--- config.mk ---
export PLATFORM = sky130hd
export DESIGN_NAME = poly_sub_share_lanes
export DESIGN_NICKNAME = d
export VERILOG_FILES = /design/src/rtl/poly_sub_share_lanes.sv
export SDC_FILE = /design/constraint.sdc
export NUM_CORES = 2
export LEC_CHECK = 0
export BUFFER_PORTS_ARGS = -buffer_cell sky130_fd_sc_hd__buf_2
export CORE_ASPECT_RATIO = 0.5
export CORE_MARGIN = 5
export CORE_UTILIZATION = 50
export CTS_CLUSTER_DIAMETER = 30
export CTS_CLUSTER_SIZE = 28
export DETAILED_ROUTE_END_ITERATION = 10
export PLACE_DENSITY_LB_ADDON = 0.05
export SYNTH_ARGS = -nofsm -noshare
export SYNTH_HDL_FRONTEND = slang
export SYNTH_SLANG_ARGS = --single-unit
--- constraint.sdc ---
create_clock -name clk -period 1.1 [get_ports clk]
set_input_delay 0.11 -clock clk [delete_from_list [all_inputs] [get_ports clk]]
set_output_delay 0.11 -clock clk [all_outputs]
set_load 0.01 [all_outputs]
--- src/rtl/poly_sub_share_lanes.sv ---
// -----------------------------------------------------------------------------
// poly_sub_share_lanes
//
// Lane-parallel modular subtraction stage for the masked Kyber decryption path
// (mp = v - INTT(s^T u), carried as two arithmetic shares). For each word of
// LANES coefficients it produces:
//   share 1: sub = (v - mp1) mod q
//   share 2: neg = (-mp2)    mod q
// Inputs need not be canonical: v lanes are reduced with one conditional
// subtract, mp lanes with an exact Barrett reduction valid for all MP_W-bit
// values. Results are registered with a one-cycle latency and a valid flag.
//
// Ports:
//   clk         system clock
//   rst_n       asynchronous active-low reset (clears outputs and out_valid)
//   in_valid    capture the input word on this clock edge
//   v_coeffs    LANES x V_W  v word, lane i at [V_W*i +: V_W], lane 0 = LSBs
//   mp1_coeffs  LANES x MP_W mp share 1, lane i at [MP_W*i +: MP_W]
//   mp2_coeffs  LANES x MP_W mp share 2, same packing
//   out_valid   result registers hold a newly computed word
//   sub_coeffs  LANES x MP_W (v - mp1) mod q, zero-extended lanes
//   neg_coeffs  LANES x MP_W (-mp2) mod q, zero-extended lanes
// -----------------------------------------------------------------------------
module poly_sub_share_lanes #(
  parameter int KYBER_Q = 3329,
  parameter int LANES   = 8,
  parameter int V_W     = 12,
  parameter int MP_W    = 16
) (
  input  logic                    clk,
  input  logic                    rst_n,
  input  logic                    in_valid,
  input  logic [LANES*V_W-1:0]    v_coeffs,
  input  logic [LANES*MP_W-1:0]   mp1_coeffs,
  input  logic [LANES*MP_W-1:0]   mp2_coeffs,
  output logic                    out_valid,
  output logic [LANES*MP_W-1:0]   sub_coeffs,
  output logic [LANES*MP_W-1:0]   neg_coeffs
);

  // Width of a canonical residue in [0, q-1].
  localparam int R_W = $clog2(KYBER_Q);

  // Barrett constants: m = floor(2^BK / q). With BK = 24 and 16-bit inputs the
  // quotient estimate is low by at most one, so a single correction step
  // yields the exact residue for every input value.
  localparam int BK = 24;
  localparam int BM = (1 << BK) / KYBER_Q;
  localparam int PW = MP_W + BK;

  localparam logic [MP_W-1:0] Q_MP = MP_W'(KYBER_Q);
  localparam logic [V_W-1:0]  Q_V  = V_W'(KYBER_Q);
  localparam logic [R_W:0]    Q_D  = (R_W + 1)'(KYBER_Q);
  localparam logic [R_W-1:0]  Q_R  = R_W'(KYBER_Q);

  // v lanes are at most 2^V_W - 1 < 2q, so one conditional subtract suffices.
  function automatic logic [R_W-1:0] reduce_v(input logic [V_W-1:0] x);
    logic [V_W-1:0] r;
    r = x;
    if (x >= Q_V) r = x - Q_V;
    return R_W'(r);
  endfunction

  // Exact mod-q reduction of a full MP_W-bit value.
  function automatic logic [R_W-1:0] reduce_mp(input logic [MP_W-1:0] x);
    logic [PW-1:0]   prod;
    logic [MP_W-1:0] qe;
    logic [MP_W-1:0] r;
    prod = PW'(x) * PW'(BM);
    qe   = MP_W'(prod >> BK);
    // qe <= floor(x / q), so qe * q never exceeds x and cannot wrap.
    r    = x - MP_W'(qe * Q_MP);
    if (r >= Q_MP) r = r - Q_MP;
    return R_W'(r);
  endfunction

  logic [LANES*MP_W-1:0] sub_d;
  logic [LANES*MP_W-1:0] neg_d;

  always_comb begin
    logic [R_W-1:0] a;
    logic [R_W-1:0] b;
    logic [R_W-1:0] c;
    logic [R_W:0]   diff;
    logic [R_W-1:0] neg_r;
    // NOTE: every variable written here gets a value before any branch, so no
    // path can leave one unassigned and no latch is inferred.
    sub_d = '0;
    neg_d = '0;
    a     = '0;
    b     = '0;
    c     = '0;
    diff  = '0;
    neg_r = '0;
    for (int i = 0; i < LANES; i++) begin
      a = reduce_v(v_coeffs[i*V_W +: V_W]);
      b = reduce_mp(mp1_coeffs[i*MP_W +: MP_W]);
      c = reduce_mp(mp2_coeffs[i*MP_W +: MP_W]);

      // One extra bit catches the borrow; adding q back restores [0, q-1].
      diff = {1'b0, a} - {1'b0, b};
      if (diff[R_W]) diff = diff + Q_D;

      neg_r = (c == '0) ? '0 : (Q_R - c);

      sub_d[i*MP_W +: MP_W] = MP_W'(diff[R_W-1:0]);
      neg_d[i*MP_W +: MP_W] = MP_W'(neg_r);
    end
  end

  // NOTE: sequential state is updated with non-blocking assignments so every
  // register samples pre-edge values regardless of statement order.
  always_ff @(posedge clk or negedge rst_n) begin
    if (!rst_n) begin
      out_valid  <= 1'b0;
      sub_coeffs <= '0;
      neg_coeffs <= '0;
    end else begin
      out_valid <= in_valid;
      if (in_valid) begin
        sub_coeffs <= sub_d;
        neg_coeffs <= neg_d;
      end
    end
  end

endmodule

==> run summary <==
The flow ran to the end, but the final reports show violations. The checks that failed: setup timing. Cells fill 70.6% of the core in the end.

By area, the combinational part of the netlist is dominated by adder cells. The first global-routing pass estimated 436000 um of wire. The tools report the endpoint required time on the critical path as 1.56 ns. The logs give 10400 for the synthesized instance count and 82700 for the total via count in the routed design. The total CTS buffers is 17, and the post-detailed-route DRC marker count is 0.

Before CTS, the worst setup slack after placement is -9.64 ns. In this run the number of H-tree levels came out at 4. The die extent in x is 626 um, and the antenna violation net count after detailed routing is 0. Endpoint arrival time on the critical path: 10.50 ns.

The portion of synthesized area spent on multiplexers is 1.26%. The biggest area contributor in the post-synthesis netlist is sky130_fd_sc_hd__fa_1. The initial antenna violation count is 32, and the number of global-route vias before repair is 88800. Dividing the final minimum period by the clock period gives 913%. For met1 alone, demand over resource in global routing was 31.7%. Dividing the detail-routed wire length by the instance count gives 16.0 um.

The number of input and output port buffers inserted is 547. Of the total synthesized cell area, the portion taken by XOR and XNOR cells is 6.79%. Maximum clock path buffer count: 2. The layer with the highest usage was met2.

The clock reaches the later pin of the worst-skew pair after 0.57 ns. The worst path in the final design needs a cycle of 10.04 ns, including I/O delays and setup. The number of inserted filler cells in the final layout came out at 15000. For met2 alone, demand over resource in global routing was 50.2%.

Global routing consumed, over all layers together, 26.5% of the routing resources. Setup repair after global routing could not meet its margin everywhere. In the routed layout, each cell is associated on average with a via count of 5.00. The number of clock sinks came out at 193. sky130_fd_sc_hd__inv_1 is the most common cell in the netlist. The fraction of the mapped netlist area in compound gates came out at 11.0%. By instance count, the cell type seen most on the critical path is sky130_fd_sc_hd__a21o_1. By area the synthesized netlist is led by sky130_fd_sc_hd__fa_1 29%, sky130_fd_sc_hd__ha_1 27%, sky130_fd_sc_hd__inv_1 9.1%.

The tools report the endpoint type of the worst setup path as a register. The run gives 5.09% as the proportion of synthesized chip area in sequential cells. The area of the die is 199000 um^2, and the maximum cell stage delay along the critical path is 0.61 ns. The final weighted congestion in routability-driven placement was 0.918; the share of async-settable or async-resettable flops after synthesis was 100%. After synthesis the netlist holds a flip-flop and latch count of 193. Entering global routing, the biggest net connects 48 pins. Number of hold-slack violations in the final timing report: 0. The run gives -8.94 ns as the slack of the critical path.

The post-synthesis area per instance came out at 9.15 um^2. Counting instances in the post-synthesis netlist gives the leading cell types as 2311 x sky130_fd_sc_hd__inv_1, 2056 x sky130_fd_sc_hd__ha_1, 1368 x sky130_fd_sc_hd__fa_1. Cell type group with the largest total delay on the critical path: adder cells. In this run the clock root is driven by a sky130_fd_sc_hd__clkbuf_16. The tools report the final count of negative-setup-slack endpoints as 394. The worst min-delay path class is in2reg. The number of nets in the final layout came out at 17700. The count of synthesis-stage warnings from yosys was 0.

The top cell type's share of synthesized area came out at 28.9%. The routed wire length is 265000 um. Counting both buffers and inverters, the worst setup path holds a total of 12. TritonCTS built the clock tree. The growth of design area from synthesis to finish came out at 40.9%.

The master of the slowest instance on the critical path is sky130_fd_sc_hd__fa_1. The slew at the pin with the worst max-slew slack came out at 0.708 ns. The predominant post-synthesis flop cell was sky130_fd_sc_hd__dfrtp_1. Along the worst path, the maximum fanout reaches 5. The adder and majority cell fraction of the synthesized area was 56.0%; the number of I/O pins was 612. Based on the critical path, the design can be clocked at up to 99.6 MHz.

Counting flops with a built-in enable in the synthesized netlist gives 0. Summing the areas of all and, or, nand and nor instances in the mapped netlist gives 9.78% of the synthesized area. The initialized floorplan defines 113 standard-cell rows. Summed over all layers, the global routing overflow is 0. The number of iterations in the first detailed-routing pass was 7; the share of post-route cells with drive strength above 1 was 36.6%. The worst relative slew slack is 52.6%.

The path type of the worst setup path was in2reg. Max-cap violations in this run came to 0. The die outline height works out to 318 um.

The tightest hold path in the finished design has a slack of 0.0499 ns. The clock transition at the registers of the reported paths came out at 0.09 ns. The synthesized netlist occupies a cell area of 94800 um^2.

The number of different library cells in the post-synthesis netlist came out at 120. The HPWL after detailed placement is 230000 um. The run gives 0 as the final number of max-transition violations.

The logs give 2830 for the iteration-0 DRC count of the detailed router and 50.1% for the initial cell density of the core. The placeable core area is 189000 um^2. The worst setup path is launched from a primary input. The logs give 1.84% for the global-route met3 utilization and 0 ns for the setup skew after layout.
==> through the flow <==
stage                     std cells  setup TNS (ns)  cell area [um^2]
after floorplan               10400        -1536.66             97300
after global placement        16200        -1663.24            124000
after detailed placement      16200        -1684.04            124000
after CTS                     16400        -1554.18            130000
after global routing          16500        -1638.93            134000
final                         16500        -1553.32            134000
==> worst min-delay path: stages <==
cell	delay [ns]
sky130_fd_sc_hd__buf_8	0.17
sky130_fd_sc_hd__buf_12	0.15
sky130_fd_sc_hd__mux2_4	0.15
==> cell families after synthesis <==
| kind of cell | Yosys count |
|---|---|
| adder cells (fa/ha/maj) | 3424 |
| other | 1 |
| multiplexers | 113 |
| buffers and inverters | 2482 |
| AO/OA/AOI/OAI | 1544 |
| flip-flops | 193 |
| AND/OR/NAND/NOR | 1869 |
| XOR/XNOR | 734 |
==> area by class of cell <==
cell class | count | area, um^2 | area share (%)
well taps | 2530 | 3170 | 2.37
clock inverters | 14 | 174 | 0.130
diodes | 27 | 67.6 | 0.0506
repair buffers | 3694 | 27900 | 20.8
flip-flops and latches | 193 | 4830 | 3.62
clock buffers | 18 | 439 | 0.329
inverters | 2311 | 8690 | 6.50
multi-input cells | 7748 | 88400 | 66.2
==> final timing paths <==
path / cells past startpoint / slack, ns / end / from
min in group asynchronous: 3 / 0.13 / neg_coeffs[26] / rst_n
max in group asynchronous: 3 / -0.03 / neg_coeffs[4] / rst_n
max reg2reg: 3 / 0.16 / neg_coeffs[10] / neg_coeffs[10]
max: 54 / -8.94 / sub_coeffs[66] / mp1_coeffs[73]
min: 3 / 0.05 / neg_coeffs[68] / in_valid
min reg2reg: 2 / 0.48 / neg_coeffs[17] / neg_coeffs[17]
==> cells in the final DEF (no fill, tap or decap), types with 48 or more instances in the layout <==
| master | instances |
|---|---|
| sky130_fd_sc_hd__a21o_1 | 219 |
| sky130_fd_sc_hd__a21oi_1 | 277 |
| sky130_fd_sc_hd__a21oi_2 | 157 |
| sky130_fd_sc_hd__and3_1 | 49 |
| sky130_fd_sc_hd__buf_2 | 453 |
| sky130_fd_sc_hd__buf_4 | 2998 |
| sky130_fd_sc_hd__buf_6 | 176 |
| sky130_fd_sc_hd__conb_1 | 64 |
| sky130_fd_sc_hd__dfrtp_1 | 190 |
| sky130_fd_sc_hd__fa_1 | 1261 |
| sky130_fd_sc_hd__fa_2 | 107 |
| sky130_fd_sc_hd__ha_1 | 1888 |
| sky130_fd_sc_hd__ha_4 | 135 |
| sky130_fd_sc_hd__inv_1 | 2188 |
| sky130_fd_sc_hd__inv_2 | 119 |
| sky130_fd_sc_hd__nand2_1 | 368 |
| sky130_fd_sc_hd__nand2_2 | 54 |
| sky130_fd_sc_hd__nand2b_1 | 73 |
| sky130_fd_sc_hd__nand3_1 | 108 |
| sky130_fd_sc_hd__nand4_1 | 103 |
| sky130_fd_sc_hd__nor2_1 | 421 |
| sky130_fd_sc_hd__nor2_2 | 48 |
| sky130_fd_sc_hd__nor2b_1 | 77 |
| sky130_fd_sc_hd__nor3_1 | 142 |
| sky130_fd_sc_hd__o21a_1 | 60 |
| sky130_fd_sc_hd__o21ai_0 | 131 |
| sky130_fd_sc_hd__o21ai_1 | 52 |
| sky130_fd_sc_hd__xnor2_1 | 328 |
| sky130_fd_sc_hd__xnor2_2 | 92 |
| sky130_fd_sc_hd__xor2_1 | 246 |
==> metal layers <==
metal | up-vias | share of wire (%)
li1 | 41200 | -
met1 | 40200 | 41
met2 | 930 | 53
met3 | 365 | 1.8
met4 | 0 | 3.6
met5 | - | 0
==> flip-flops by register name, indices dropped and copies added, names as in the netlist <==
name,count
out_valid,1
neg_coeffs,96
sub_coeffs,96
==> timing repair <==
item | 4_1_cts | 5_1_grt
pin swaps | 720 | 732
endpoints found under the hold margin | 199 | 0
resized for setup | 792 | 710
setup buffers | 196 | 138
cloned | 2 | 0
hold buffers | 4 | 0
setup endpoints to repair | 385 | 394
Power is left out: the tool's default activity adds up to more than one toggle a clock period on the data nets, which glitch-free logic cannot reach.
